File: src/rtl/pc_sequencer_if.sv
// Bus between decoder/counter and the PC sequencer.
// Inputs carry decode flags and PC, outputs steer the counter.
interface pc_sequencer_if #(
    parameter int PC_W  = 9,
    parameter int CNT_W = 16
);
    logic             Start;
    logic [PC_W-1:0]  PC;
    logic             IsHalt;
    logic             IsJump;
    logic             IsBr;
    logic             CondTrue;
    logic             IsCall;
    logic             IsRet;
    logic [PC_W-1:0]  Target;
    logic             Init;
    logic             Halt;
    logic             Branch;
    logic [PC_W-1:0]  JP;
    logic             Done;
    logic             Err;
    logic [CNT_W-1:0] Cycles;

    modport master (
        output Start, PC, IsHalt, IsJump, IsBr,
        output CondTrue, IsCall, IsRet, Target,
        input  Init, Halt, Branch, JP, Done, Err, Cycles
    );

    modport slave (
        input  Start, PC, IsHalt, IsJump, IsBr,
        input  CondTrue, IsCall, IsRet, Target,
        output Init, Halt, Branch, JP, Done, Err, Cycles
    );
endinterface

File: src/rtl/pc_sequencer.sv
// Control sequencer for the program counter: run FSM,
// call/return stack and saturating RUN-cycle counter.
module pc_sequencer #(
    parameter int PC_W        = 9,
    parameter int STACK_DEPTH = 4,
    parameter int CNT_W       = 16
) (
    input  logic          CLK,
    input  logic          RST_n,
    pc_sequencer_if.slave bus
);
    localparam int AW  = $clog2(STACK_DEPTH);
    localparam int SPW = AW + 1;

    typedef enum logic [2:0] {
        IDLE,
        INIT,
        RUN,
        DONE,
        ERR
    } state_e;

    state_e           state_q, state_d;
    logic [SPW-1:0]   sp_q, sp_d;
    logic [PC_W-1:0]  stack_q [STACK_DEPTH];
    logic [PC_W-1:0]  stack_d [STACK_DEPTH];
    logic [CNT_W-1:0] cycles_q, cycles_d;
    logic             empty;
    logic             full;
    logic [AW-1:0]    push_idx;
    logic [AW-1:0]    top_idx;
    logic             branch;
    logic [PC_W-1:0]  jp;

    assign empty    = (sp_q == '0);
    assign full     = (sp_q == SPW'(STACK_DEPTH));
    assign push_idx = sp_q[AW-1:0];
    assign top_idx  = push_idx - AW'(1);

    // Next state, stack update, cycle count and RUN-cycle steering
    always_comb begin
        state_d  = state_q;
        sp_d     = sp_q;
        stack_d  = stack_q;
        cycles_d = cycles_q;
        branch   = 1'b0;
        jp       = '0;
        case (state_q)
            IDLE, DONE, ERR: begin
                if (bus.Start) state_d = INIT;
            end
            INIT: begin
                cycles_d = '0;
                sp_d     = '0;
                state_d  = RUN;
            end
            RUN: begin
                if (cycles_q != '1) cycles_d = cycles_q + CNT_W'(1);
                priority case (1'b1)
                    bus.IsHalt: state_d = DONE;
                    bus.IsRet: begin
                        if (empty) begin
                            state_d = ERR;
                        end else begin
                            branch = 1'b1;
                            jp     = stack_q[top_idx];
                            sp_d   = sp_q - SPW'(1);
                        end
                    end
                    bus.IsCall: begin
                        if (full) begin
                            state_d = ERR;
                        end else begin
                            branch            = 1'b1;
                            jp                = bus.Target;
                            stack_d[push_idx] = bus.PC + PC_W'(1);
                            sp_d              = sp_q + SPW'(1);
                        end
                    end
                    bus.IsJump: begin
                        branch = 1'b1;
                        jp     = bus.Target;
                    end
                    bus.IsBr: begin
                        branch = bus.CondTrue;
                        jp     = bus.Target;
                    end
                    default: ;
                endcase
            end
            default: state_d = IDLE;
        endcase
    end

    // State, stack and counter registers with async clear
    always_ff @(posedge CLK or negedge RST_n) begin
        if (!RST_n) begin
            state_q  <= IDLE;
            sp_q     <= '0;
            cycles_q <= '0;
            for (int i = 0; i < STACK_DEPTH; i++) stack_q[i] <= '0;
        end else begin
            state_q  <= state_d;
            sp_q     <= sp_d;
            cycles_q <= cycles_d;
            for (int i = 0; i < STACK_DEPTH; i++) stack_q[i] <= stack_d[i];
        end
    end

    assign bus.Init   = (state_q == IDLE) || (state_q == INIT);
    assign bus.Halt   = (state_q == DONE) || (state_q == ERR);
    assign bus.Done   = (state_q == DONE);
    assign bus.Err    = (state_q == ERR);
    assign bus.Branch = branch;
    assign bus.JP     = jp;
    assign bus.Cycles = cycles_q;
endmodule

File: src/flat_wrapper.sv
// flat-port wrapper written by rule: the top's interface ports become plain ports
module pc_sequencer_flat 
#(
    parameter int PC_W        = 9,
    parameter int STACK_DEPTH = 4,
    parameter int CNT_W       = 16
)
  (CLK, RST_n, bus_Start, bus_PC, bus_IsHalt, bus_IsJump, bus_IsBr, bus_CondTrue, bus_IsCall, bus_IsRet, bus_Target, bus_Init, bus_Halt, bus_Branch, bus_JP, bus_Done, bus_Err, bus_Cycles);
  pc_sequencer_if #(.PC_W(PC_W), .CNT_W(CNT_W)) bus_i ();
  input  logic CLK;
  input  logic RST_n;
  input wire logic [$bits(bus_i.Start)-1:0] bus_Start;
  input wire logic [$bits(bus_i.PC)-1:0] bus_PC;
  input wire logic [$bits(bus_i.IsHalt)-1:0] bus_IsHalt;
  input wire logic [$bits(bus_i.IsJump)-1:0] bus_IsJump;
  input wire logic [$bits(bus_i.IsBr)-1:0] bus_IsBr;
  input wire logic [$bits(bus_i.CondTrue)-1:0] bus_CondTrue;
  input wire logic [$bits(bus_i.IsCall)-1:0] bus_IsCall;
  input wire logic [$bits(bus_i.IsRet)-1:0] bus_IsRet;
  input wire logic [$bits(bus_i.Target)-1:0] bus_Target;
  output wire logic [$bits(bus_i.Init)-1:0] bus_Init;
  output wire logic [$bits(bus_i.Halt)-1:0] bus_Halt;
  output wire logic [$bits(bus_i.Branch)-1:0] bus_Branch;
  output wire logic [$bits(bus_i.JP)-1:0] bus_JP;
  output wire logic [$bits(bus_i.Done)-1:0] bus_Done;
  output wire logic [$bits(bus_i.Err)-1:0] bus_Err;
  output wire logic [$bits(bus_i.Cycles)-1:0] bus_Cycles;
  assign bus_i.Start = bus_Start;
  assign bus_i.PC = bus_PC;
  assign bus_i.IsHalt = bus_IsHalt;
  assign bus_i.IsJump = bus_IsJump;
  assign bus_i.IsBr = bus_IsBr;
  assign bus_i.CondTrue = bus_CondTrue;
  assign bus_i.IsCall = bus_IsCall;
  assign bus_i.IsRet = bus_IsRet;
  assign bus_i.Target = bus_Target;
  assign bus_Init = bus_i.Init;
  assign bus_Halt = bus_i.Halt;
  assign bus_Branch = bus_i.Branch;
  assign bus_JP = bus_i.JP;
  assign bus_Done = bus_i.Done;
  assign bus_Err = bus_i.Err;
  assign bus_Cycles = bus_i.Cycles;
  pc_sequencer #(.PC_W(PC_W), .STACK_DEPTH(STACK_DEPTH), .CNT_W(CNT_W)) u_core (.CLK(CLK), .RST_n(RST_n), .bus(bus_i));
endmodule
File: config.mk
export PLATFORM = sky130hd
export DESIGN_NAME = pc_sequencer_flat
export DESIGN_NICKNAME = d
export VERILOG_FILES = /design/src/rtl/pc_sequencer_if.sv /design/src/rtl/pc_sequencer.sv /design/src/flat_wrapper.sv
export SDC_FILE = /design/constraint.sdc
export NUM_CORES = 1
export LEC_CHECK = 0
export CORE_MARGIN = 5
export CORE_UTILIZATION = 53
export DETAILED_ROUTE_END_ITERATION = 6
export GPL_ROUTABILITY_DRIVEN = 0
export PLACE_DENSITY = 0.82
export SLEW_MARGIN = 20
export SYNTH_ARGS = -nofsm -noshare
export SYNTH_HDL_FRONTEND = slang
export SYNTH_SLANG_ARGS = --single-unit
File: constraint.sdc
create_clock -name CLK -period 3.47 [get_ports CLK]
set_input_delay 0.8675 -clock CLK [delete_from_list [all_inputs] [get_ports CLK]]
set_output_delay 0.8675 -clock CLK [all_outputs]
set_load 0.02 [all_outputs]
* Word level (Yosys, flattened, before mapping)
Index checks and enable logic that the tools add are counted.
Storage, ports and cells: bits in registers 58, input port bits 27, output and inout port bits 30, logic and storage cells 83
Cells by class: add/subtract/negate cells 5, magnitude comparators 3, equal/unequal tests 15, muxes and demuxes 37, bitwise logic cells 5, reductions and logical operators 11
Operators by type and width (count):
- two-way mux 9 bit | 11
- bitwise mux 36 bit | 1
- two-way mux 3 bit | 11
- one-hot mux 16 bit (2 select lines) | 1
- binary-select mux 9 bit (select 2 bit) | 1
- demux 9 bit (select 2 bit) | 1
- adder 16 x 1 -> 16 bit (second input constant) | 1
- two-way mux 16 bit | 1
- inequality test 16 bit (second input constant) | 1
- AND reduction 5 bit | 2
- adder 9 x 1 -> 9 bit (second input constant) | 1
- inequality test 3 bit (second input constant) | 3
- one-hot mux 3 bit (3 select lines) | 1
- two-way mux 1 bit | 8
- inequality test 4 x 3 -> 1 bit (second input constant) | 2
- equality test 3 x 2 -> 1 bit (second input constant) | 2
- equality test 3 bit (second input constant) | 2
- >= comparator 3 bit (second input constant) | 2
- logical NOT 3 bit | 2
- NOT 2 -> 3 bit | 2
- one-hot mux 3 bit (2 select lines) | 1
- inequality test 2 bit (second input constant) | 2
- inequality test 4 bit (second input constant) | 1
- AND reduction 4 bit | 1
- 12 further kinds | 15

* Logic depth before layout (Yosys ltp)
Gate-level depths: netlist of run 1.
depth after elaboration 9, gate-level depth with buffers 9

* Least setup slack after synthesis of run 1
Ideal clock, no wire load.
kind register to output, start reg u_core.sp_q[0], end out bus_JP[0], arrival time 2.024 ns, data required time 2.602 ns, path slack 0.578 ns, stages on the path, launching flop included 8, path through dfrtp_1 buf_2 inv_1 ha_1 clkbuf_1 mux4_2 inv_1 o2bb2ai_1
Between the ends: longest elaborated chain between the ends 9
Ends and longest elaborated chain:
- start, declared | line pc_sequencer.sv:24 | logic [SPW-1:0] sp_q, sp_d;
- start signal, assigned | line pc_sequencer.sv:104 | sp_q <= sp_d;
- subtractor 2 x 1 -> 2 bit | line pc_sequencer.sv:38 | assign top_idx = push_idx - AW'(1);
- NOT 2 -> 3 bit (implied by the code) | line pc_sequencer.sv:66 | jp = stack_q[top_idx];
- binary-select mux 9 bit (select 2 bit) | line pc_sequencer.sv:66
- two-way mux 9 bit (implied by the code) (2 in series) | line pc_sequencer.sv:66
- two-way mux 9 bit | line pc_sequencer.sv:62 | if (empty) begin
- two-way mux 9 bit * (2 in series) | line pc_sequencer.sv:59 | priority case (1'b1)
- two-way mux 9 bit * | line pc_sequencer.sv:48 | case (state_q)
- end, declared | line flat_wrapper.sv:24 | output wire logic [$bits(bus_i.JP)-1:0] bus_JP;
Mark *: on every way between the ends. The rest lies on a longest branch, timed or not. The select of a mux whose other input is x is not followed.

* Worst setup path in the final report of run 1
start in bus_IsCall, end out bus_Branch
Between the ends: longest elaborated chain between the ends 4
Ends and longest elaborated chain:
- start, declared | line flat_wrapper.sv:18 | input wire logic [$bits(bus_i.IsCall)-1:0] bus_IsCall;
- two-way mux 1 bit (3 in series) | line pc_sequencer.sv:59
- two-way mux 1 bit | line pc_sequencer.sv:48
- end, declared | line flat_wrapper.sv:23 | output wire logic [$bits(bus_i.Branch)-1:0] bus_Branch;
Every way passes these cells.

==> results of run 1 <==
[registers in the layout, indices dropped and copies added, names as in the netlist]
register / flops
u_core.state_q: 3
u_core.bus.Cycles: 16
u_core.stack_q: 36
u_core.sp_q: 3
[placed cells by master (no fill, tap or decap), drive strengths merged, types with 4 or more instances in the layout]
| master | synthesis | layout |
|---|---|---|
| buf | 10 | 15 |
| nor3b | 4 | 4 |
| inv | 16 | 16 |
| nand3 | 14 | 14 |
| ha | 6 | 6 |
| mux2 | 4 | 4 |
| a31oi | 5 | 5 |
| dfrtp | 58 | 58 |
| o21ai | 43 | 43 |
| o2bb2ai | 9 | 9 |
| nor4 | 4 | 4 |
| xor2 | 5 | 5 |
| clkbuf | 7 | 11 |
| nand4 | 7 | 7 |
| xnor2 | 5 | 5 |
| nand2 | 48 | 48 |
| nand2b | 4 | 4 |
| nor2b | 4 | 4 |
| nor2 | 12 | 12 |
| dlygate4sd2 | 0 | 10 |
| mux4 | 9 | 9 |
| clkdlybuf4s50 | 0 | 45 |
[worst max-delay path: cells and delay by family]
kind,cells,cell delay [ps]
buffers and inverters,3,940
AO/OA/AOI/OAI,2,520
AND/OR/NAND/NOR,1,70
[power groups by stage]
| stage | Combinational (W) | Sequential, W | Clock (W) |
|---|---|---|---|
| 2_1_floorplan | 0.000827 | 0.000990 | 0 |
| 3_3_place_gp | 0.00110 | 0.00103 | 0 |
| 3_5_place_dp | 0.00113 | 0.00104 | 0 |
| 4_1_cts | 0.00114 | 0.00103 | 0.000696 |
| 5_1_grt | 0.00126 | 0.00106 | 0.000727 |
| 6_report | 0.00113 | 0.00103 | 0.000683 |
[cell type report]
cell class / instances / area [µm²] / share of cell area
multi-input cells: 233 / 1640 / 0.397
flip-flops and latches: 58 / 1450 / 0.352
repair buffers: 70 / 661 / 0.160
clock buffers: 11 / 141 / 0.0343
well taps: 75 / 93.8 / 0.0228
clock inverters: 5 / 77.6 / 0.0188
inverters: 16 / 60.1 / 0.0146
[worst paths after layout]
check,to,cells past startpoint,startpoint
min in group CLK,u_core.stack_q[33],2,u_core.stack_q[33]
worst max register to register,u_core.stack_q[29],6,u_core.state_q[1]
max in group asynchronous,u_core.stack_q[13],2,RST_n
worst min register to register,u_core.stack_q[33],2,u_core.stack_q[33]
worst min-delay path,u_core.bus.Cycles[15],1,RST_n
worst max-delay path,bus_Branch,6,bus_IsCall
[cells by family after synthesis]
family | count (synthesis)
AOI/OAI and AO/OA | 84
DFF | 58
and+or+nand+nor | 117
xor gates and xnor gates | 10
adders and majority gates | 7
buffers and inverters | 33
muxes | 15
[per-layer routing]
| metal | up-vias | wire [µm] | global-route usage |
|---|---|---|---|
| met1 | 1318 | 3150 | 0.271 |
| met5 | - | 0 | 0 |
| li1 | 1316 | - | - |
| met3 | 10 | 483 | 0.0593 |
| met4 | 0 | 101 | 0.0701 |
| met2 | 94 | 3670 | 0.356 |
[through the flow]
stage / util / area (µm²)
after global routing: 0.696 / 4120
after detailed placement: 0.661 / 3910
after floorplan: - / 3240
after global placement: 0.661 / 3910
after CTS: 0.696 / 4120
final: 0.696 / 4120
==> results.json, run 1 <==
{
  "viasPerCell": 5.85,
  "syn_inst": 324,
  "synth_edf_count": 0,
  "setup_viol": 0,
  "max_slew_margin": 0.480,
  "final_layout_size_suffix_gt1_frac": 0.142,
  "p_comb_frac": 0.397,
  "coreArea_um2": 5920,
  "drt_iter0_markers": 140,
  "synth_compound_area_frac": 0.177,
  "postCtsSetupBuffers": 0,
  "status": "complete, no violations",
  "seq_area_frac_synth": 0.448,
  "totalWireLength_um": 7410,
  "clockRootBuffer": "clkbuf_8",
  "p_clk_frac": 0.240,
  "final_cells": 468,
  "worst_setup_path_end_kind": "primary output",
  "synthXorXnorAreaFrac": 0.0270,
  "ios": 57,
  "hold_path_class": "in2async",
  "whs_ps": 424,
  "synth-warning-count": 0,
  "setup_slack_ps": 189,
  "grt_pass1_wl_um": 12900,
  "synth_ff_type": "dfrtp_1",
  "cellPowerDensity_nw_per_um2": 689,
  "seqPwrFrac": 0.362,
  "die_h_um": 88.2,
  "synth_top_area_cell": "dfrtp_1",
  "hold_buffers": 0,
  "grt_max_degree": 46,
  "rsz0062_at_grt": "no",
  "critPathMaxFanout": 10,
  "fin_crit_ps": 3280,
  "clk_path_buf_depth": 2,
  "ys_ff_latch": 58,
  "internal_power_w": 0.00180,
  "overflow": 0,
  "cts_resized": 11,
  "clk_latency_ps": 330,
  "cts_tree": "built",
  "ir_worst_vdd_uv": 481,
  "criticalPathCategory": "in2out",
  "async_flop_share": 1.00,
  "die_area_um2": 7780,
  "antenna_found_initial": 0,
  "synth_simple_gate_area_share": 0.186,
  "cts_buffers": 9,
  "post-dp-hpwl_um": 5350,
  "grt_pass1_vias": 2739,
  "synth_top_family_by_area": "simple AND/OR/NAND/NOR gates",
  "dp_slack_ps": -121,
  "clock_skew_ps": 6.35,
  "leakage_nw": 1.75,
  "dieWidth_um": 88.2,
  "synth_cell_type_count": 58,
  "path_clk_slew_ps": 70,
  "rows": 28,
  "switching_power_w": 0.00105,
  "nFillCells": 460,
  "synth.most_common_cell": "dfrtp_1",
  "dp.cells": 452,
  "fmax_mhz": 305,
  "final_nets": 422,
  "worst_pin_slew_ps": 773,
  "cp.required_ps": 2600,
  "cpMaxStageDelayCell": "clkdlybuf4s50_1",
  "drcViolationCount": 0,
  "diodes": 0,
  "crit_path_start_kind": "primary input",
  "firstDrtPassIters": 4,
  "wl_per_cell_um": 15.8,
  "max_stage_delay_ps": 470,
  "start_util": 0.547,
  "crit_arrival_ps": 2410,
  "vias": 2738,
  "power_w": 0.00284,
  "clock-sinks": 58,
  "cap_violations": 0,
  "synth_area_um2": 3240,
  "reg2reg_setup_slack_ps": 1150,
  "htreeDepth": 3,
  "ant_nets": 0,
  "synthesis.nets": 358,
  "p_sw_frac": 0.368,
  "synth-adder-area-share": 0.0293,
  "portBuffers": 56,
  "synth.area.top_cells": "dfrtp_1, mux4_2, nand2_1",
  "yosys-top-cells-count": "dfrtp_1, nand2_1, o21ai_0",
  "synth_top_area_share": 0.448,
  "slew_viol_final": 0,
  "hold_violations": 0,
  "muxShareOfSynthArea": 0.0838,
  "grt_usage": 0.214,
  "areaGrowthSynthToFinish_pct": 27.2,
  "timing.final.crit_share": 0.946,
  "path_cells": "clkdlybuf4s50_1 -> o31ai_2 -> nor4_4 -> buf_12 -> a21bo_2 -> dlygate4sd2_1",
  "tns_ps": 0,
  "avgSynthCellArea_um2": 10.0
}
(Power assumes the default switching activity.)
==> run 2: changes to the inputs <==
--- a/config.mk
+++ b/config.mk
@@ -10,6 +10,7 @@
 export DETAILED_ROUTE_END_ITERATION = 6
 export GPL_ROUTABILITY_DRIVEN = 0
 export PLACE_DENSITY = 0.82
+export SETUP_SLACK_MARGIN = 0.4
 export SLEW_MARGIN = 20
 export SYNTH_ARGS = -nofsm -noshare
 export SYNTH_HDL_FRONTEND = slang
==> run 2 against run 1 <==
  * Maximum frequency rose by 10%
  * Sequential power barely moved
  * Flip-flop and latch count did not move
  * Critical path depth rose by 3
==> results.json, run 2 (same netlist as run 1, synthesis figures left out) <==
{
  "status": "complete, no violations",
  "coreArea_um2": 5920,
  "cpMaxStageDelayCell": "dfrtp_1",
  "crit_arrival_ps": 2120,
  "hold_violations": 0,
  "htreeDepth": 3,
  "path_clk_slew_ps": 70,
  "whs_ps": 423,
  "cts_buffers": 9,
  "fmax_mhz": 335,
  "clock_skew_ps": 5.66,
  "crit_path_start_kind": "register",
  "critPathMaxFanout": 6,
  "die_h_um": 88.2,
  "most-common-layout-cells": "dfrtp_1, nand2_1, clkdlybuf4s50_1",
  "final_nets": 424,
  "slew_viol_final": 0,
  "clockRootBuffer": "clkbuf_8",
  "timing.final.crit_share": 0.860,
  "path_cells": "inv_1 -> ha_2 -> nand3_2 -> o31ai_4 -> nor4_4 -> buf_4 -> clkbuf_16 -> o2bb2ai_1 -> buf_4",
  "crit_top_cell": "buf_4",
  "viasPerCell": 5.83,
  "power_w": 0.00289,
  "rsz0062_at_grt": "no",
  "clk_latency_ps": 330,
  "setup_viol": 0,
  "cap_violations": 0,
  "grt_max_degree": 46,
  "cts_tree": "built",
  "start_util": 0.547,
  "worst_setup_path_end_kind": "primary output",
  "areaGrowthSynthToFinish_pct": 28.1,
  "totalWireLength_um": 7740,
  "max_stage_delay_ps": 420,
  "top_register": "u_core.stack_q",
  "post-dp-hpwl_um": 5350,
  "clock-sinks": 58,
  "clk_path_buf_depth": 2,
  "leakage_nw": 1.76,
  "tns_ps": 0,
  "final_common_cell": "dfrtp_1",
  "hold_buffers": 0,
  "dp_slack_ps": -121,
  "die_area_um2": 7780,
  "antenna_found_initial": 0,
  "hold_path_class": "in2async",
  "cellPowerDensity_nw_per_um2": 695,
  "overflow": 0,
  "r2r_start": "u_core.sp_q[0]",
  "final_layout_size_suffix_gt1_frac": 0.187,
  "setup_slack_ps": 486,
  "grt_pass1_vias": 2730,
  "ios": 57,
  "firstDrtPassIters": 4,
  "dieWidth_um": 88.2,
  "final_core_util": 0.701,
  "drt_iter0_markers": 158,
  "drcViolationCount": 0,
  "cp.required_ps": 2600,
  "grt_pass1_wl_um": 12900,
  "critical_path.startpoint": "u_core.sp_q[1]",
  "max_slew_margin": 0.482,
  "ant_nets": 0,
  "rows": 28,
  "grt_usage": 0.214,
  "diodes": 0,
  "crit_family": "buffers and inverters",
  "portBuffers": 56,
  "crit_buf_inv": 4,
  "largest_register_ffs": 36,
  "wl_per_cell_um": 16.5,
  "vias": 2739,
  "worst_pin_slew_ps": 770,
  "fin_crit_ps": 2980,
  "ir_worst_vdd_uv": 475,
  "criticalPathCategory": "reg2out"
}
[run 2: timing repair]
item | 4_1_cts | 5_1_grt
pin swaps | 1 | 1
gates cloned | 0 | 1
endpoints found under the setup margin | 10 | 10
resized for setup | 43 | 16
buffers inserted | 0 | 1
[run 2: worst reg2reg max path: stages, from the launching register on]
cell and delay (ps):
dfrtp_1 390, buf_4 220, fa_1 420, xnor2_1 150, a2111oi_0 630, o21ai_0 160
a22o_1 200
[run 2: metal layers]
layer	GRT usage	share of wire
met1	0.272	0.41
met5	0	0
met3	0.0593	0.067
met4	0.0701	0.020
met2	0.356	0.50
[run 2: worst paths after layout]
kind | end | slack [ps] | cells after the start
hold reg to reg | u_core.stack_q[33] | 480 | 2
min in group CLK | u_core.stack_q[33] | 480 | 2
max in group asynchronous | u_core.stack_q[13] | 2170 | 2
setup reg to reg | u_core.sp_q[2] | 1190 | 6
hold / removal | u_core.bus.Cycles[15] | 420 | 1
setup / recovery | bus_JP[2] | 490 | 9
[run 2: area by class of cell]
| class | count | area [µm²] |
|---|---|---|
| clock buffers | 11 | 141 |
| clock inverters | 5 | 77.6 |
| fillers | 453 | 1770 |
| inverters | 16 | 60.1 |
| multi-input cells | 233 | 1660 |
| flip-flops and latches | 58 | 1450 |
| well taps | 75 | 93.8 |
| repair buffers | 72 | 669 |
[run 2: where the power goes]
group / total (W) / internal [W] / switching (W)
Sequential: 0.00103 / 0.000876 / 0.000158
Combinational: 0.00117 / 0.000524 / 0.000643
Clock: 0.000687 / 0.000421 / 0.000266
Total: 0.00289 / 0.00182 / 0.00107
[run 2: per-stage QoR]
step	std cells	instance area, µm²
finish	470	4150
global route	470	4150
floorplan	324	3240
global placement	452	3910
CTS	468	4110
detailed placement	452	3910
==> run 3: changes to the inputs <==
--- a/config.mk
+++ b/config.mk
@@ -5,11 +5,14 @@
 export SDC_FILE = /design/constraint.sdc
 export NUM_CORES = 1
 export LEC_CHECK = 0
+export ABC_AREA = 1
+export CAP_MARGIN = 20
 export CORE_MARGIN = 5
-export CORE_UTILIZATION = 53
+export CORE_UTILIZATION = 60
 export DETAILED_ROUTE_END_ITERATION = 6
+export DONT_BUFFER_PORTS = 1
 export GPL_ROUTABILITY_DRIVEN = 0
-export PLACE_DENSITY = 0.82
+export PLACE_DENSITY = 0.78
 export SETUP_SLACK_MARGIN = 0.4
 export SLEW_MARGIN = 20
 export SYNTH_ARGS = -nofsm -noshare
==> run 3 against run 2 <==
  * Setup slack gained 39 ps
  * Count of clock-buffer cells in the layout unchanged
  * Clock power is 10% lower
  * Maximum frequency increased by 1.3%
  * Synthesized area grew 6.2%
  * Via count rose by 8.3%
  * Largest cell class unchanged
  * First-iteration DRC count shrank 5.1%
  * Global-route usage grew 1.0 points
  * Flip-flop and latch count unchanged
  * Largest power group is now sequential cells
  * Sequential share of layout area grew 4.4 points
  * Non-clock buffer count decreased by 67
==> results.json, run 3 <==
{
  "most-common-layout-cells": "nand2_1, dfrtp_1, inv_1",
  "worst_setup_path_end_kind": "primary output",
  "whs_ps": 214,
  "timing.final.crit_share": 0.849,
  "reg2reg_setup_slack_ps": 1600,
  "final_common_cell": "nand2_1",
  "grt_pass1_wl_um": 13100,
  "top_register": "u_core.stack_q",
  "die_area_um2": 7350,
  "setup_slack_ps": 525,
  "rsz0062_at_grt": "yes",
  "slew_viol_final": 0,
  "p_comb_frac": 0.358,
  "fmax_mhz": 340,
  "ant_nets": 0,
  "p_clk_frac": 0.242,
  "synth_top_area_cell": "dfrtp_1",
  "hold_path_class": "in2async",
  "criticalPathCategory": "reg2out",
  "drcViolationCount": 0,
  "final_layout_size_suffix_gt1_frac": 0.0985,
  "top_layer": "met4",
  "dp_slack_ps": 753,
  "seq_area_frac_synth": 0.422,
  "clockRootBuffer": "clkbuf_8",
  "dp.cells": 525,
  "grt_pass1_vias": 2849,
  "clk_path_buf_depth": 2,
  "hold_violations": 0,
  "rows": 27,
  "routed-wl-met3_um": 500,
  "viasPerCell": 5.50,
  "dieWidth_um": 85.7,
  "switching_power_w": 0.00104,
  "avgSynthCellArea_um2": 7.50,
  "diodes": 0,
  "syn_inst": 459,
  "synth.area.top_cells": "dfrtp_1, nand2_1, nand3_1",
  "async_flop_share": 1.00,
  "cp.required_ps": 2600,
  "synth.most_common_cell": "nand2_1",
  "worst_pin_slew_ps": 647,
  "grt_max_degree": 59,
  "final_cells": 539,
  "die_h_um": 85.7,
  "ir_worst_vdd_uv": 410,
  "power_w": 0.00256,
  "areaGrowthSynthToFinish_pct": 6.98,
  "totalWireLength_um": 7760,
  "htreeDepth": 3,
  "synth_edf_count": 0,
  "clk_latency_ps": 340,
  "cts_tree": "built",
  "postCtsSetupBuffers": 0,
  "wl_per_cell_um": 14.4,
  "post-dp-hpwl_um": 5650,
  "largest_register_ffs": 36,
  "cellPowerDensity_nw_per_um2": 694,
  "tns_ps": 0,
  "firstDrtPassIters": 4,
  "synth_cell_type_count": 33,
  "portBuffers": 0,
  "grt_usage": 0.225,
  "crit_arrival_ps": 2080,
  "final_nets": 498,
  "internal_power_w": 0.00152,
  "ys_ff_latch": 58,
  "fin_crit_ps": 2940,
  "max_slew_margin": 0.564,
  "cts_resized": 0,
  "seqPwrFrac": 0.400,
  "hold_buffers": 0,
  "cts_buffers": 9,
  "coreArea_um2": 5540,
  "synth-warning-count": 0,
  "met2_length_um": 3850,
  "setup_viol": 0,
  "crit_path_start_kind": "register",
  "synth_top_area_share": 0.422,
  "clock_skew_ps": 9.08,
  "p_sw_frac": 0.406,
  "cap_violations": 0,
  "antenna_found_initial": 0,
  "leakage_nw": 1.82,
  "yosys-top-cells-count": "nand2_1, dfrtp_1, inv_1",
  "overflow": 0,
  "vias": 2965,
  "drt_iter0_markers": 150,
  "path_clk_slew_ps": 70,
  "met1_length_um": 3260,
  "critPathMaxFanout": 7,
  "synth_area_um2": 3440,
  "start_util": 0.621,
  "synth_ff_type": "dfrtp_1",
  "clock-sinks": 58,
  "synthesis.nets": 493,
  "status": "complete, no violations",
  "ios": 57
}
==> run 3: cell types whose count changed after synthesis, sizes merged, moves of 5 or more <==
cell,delta
a21oi,+11
a31oi,-5
inv,+29
mux4,-9
nand2,+116
nand3,+25
nor2,+22
o21ai,+17
o2bb2ai,-9
==> run 3: worst paths after layout <==
| kind | depth (start not counted) | to | from |
|---|---|---|---|
| max in group asynchronous | 0 | u_core.stack_q[11] | RST_n |
| max reg2reg | 9 | u_core.bus.Cycles[15] | u_core.bus.Cycles[0] |
| max | 9 | bus_JP[6] | u_core.sp_q[1] |
| min | 0 | u_core.state_q[0] | RST_n |
| min in group CLK | 2 | u_core.stack_q[2] | u_core.stack_q[2] |
| min reg2reg | 2 | u_core.stack_q[2] | u_core.stack_q[2] |
==> run 3: kinds of logic (layout without fill, tap and decap cells) <==
kind of cell             after synthesis  count (layout)  share of synthesized area
buffers and inverters                 56              64                     0.0735
flip-flops                            58              58                      0.422
AO/OA/AOI/OAI                         81              81                      0.135
AND/OR/NAND/NOR                      243             243                      0.307
XOR/XNOR                              14              14                     0.0356
adder cells (fa/ha/maj)                7               7                     0.0276
==> run 3: metrics by stage <==
stage | instance area (µm²) | utilization
6_report | 3680 | 0.664
5_1_grt | 3680 | 0.664
4_1_cts | 3680 | 0.664
3_5_place_dp | 3490 | 0.629
3_3_place_gp | 3490 | 0.629
2_1_floorplan | 3440 | -
==> run 3: power groups by stage <==
| stage | combinational, W | sequential, W | clock [W] |
|---|---|---|---|
| floorplan | 0.000752 | 0.000993 | 0 |
| global placement | 0.000878 | 0.00102 | 0 |
| detailed placement | 0.000909 | 0.00103 | 0 |
| CTS | 0.000912 | 0.00102 | 0.000625 |
| global route | 0.00103 | 0.00104 | 0.000657 |
| finish | 0.000916 | 0.00102 | 0.000618 |
==> run 3: per-layer routing <==
metal	track usage	vias to the layer above
li1	-	1488
met1	0.272	1375
met2	0.379	89
met3	0.0480	13
met4	0.109	0
met5	0	-
==> run 3: worst max-delay path, stage by stage, from the launching register on <==
cell	delay, ps
dfrtp_1	450
inv_1	90
ha_1	260
inv_1	70
nor2_1	40
nor2_1	160
nand2_2	120
inv_1	190
o21ai_0	150
nand2_1	200
==> run 3: area by class of cell <==
type | count | area, µm²
multi-input combinational | 345 | 1740
tap | 72 | 90.1
timing repair buffer | 5 | 37.5
clock buffer | 11 | 151
inverter | 45 | 171
sequential | 58 | 1450
clock inverter | 3 | 40.0
fill | 472 | 1860
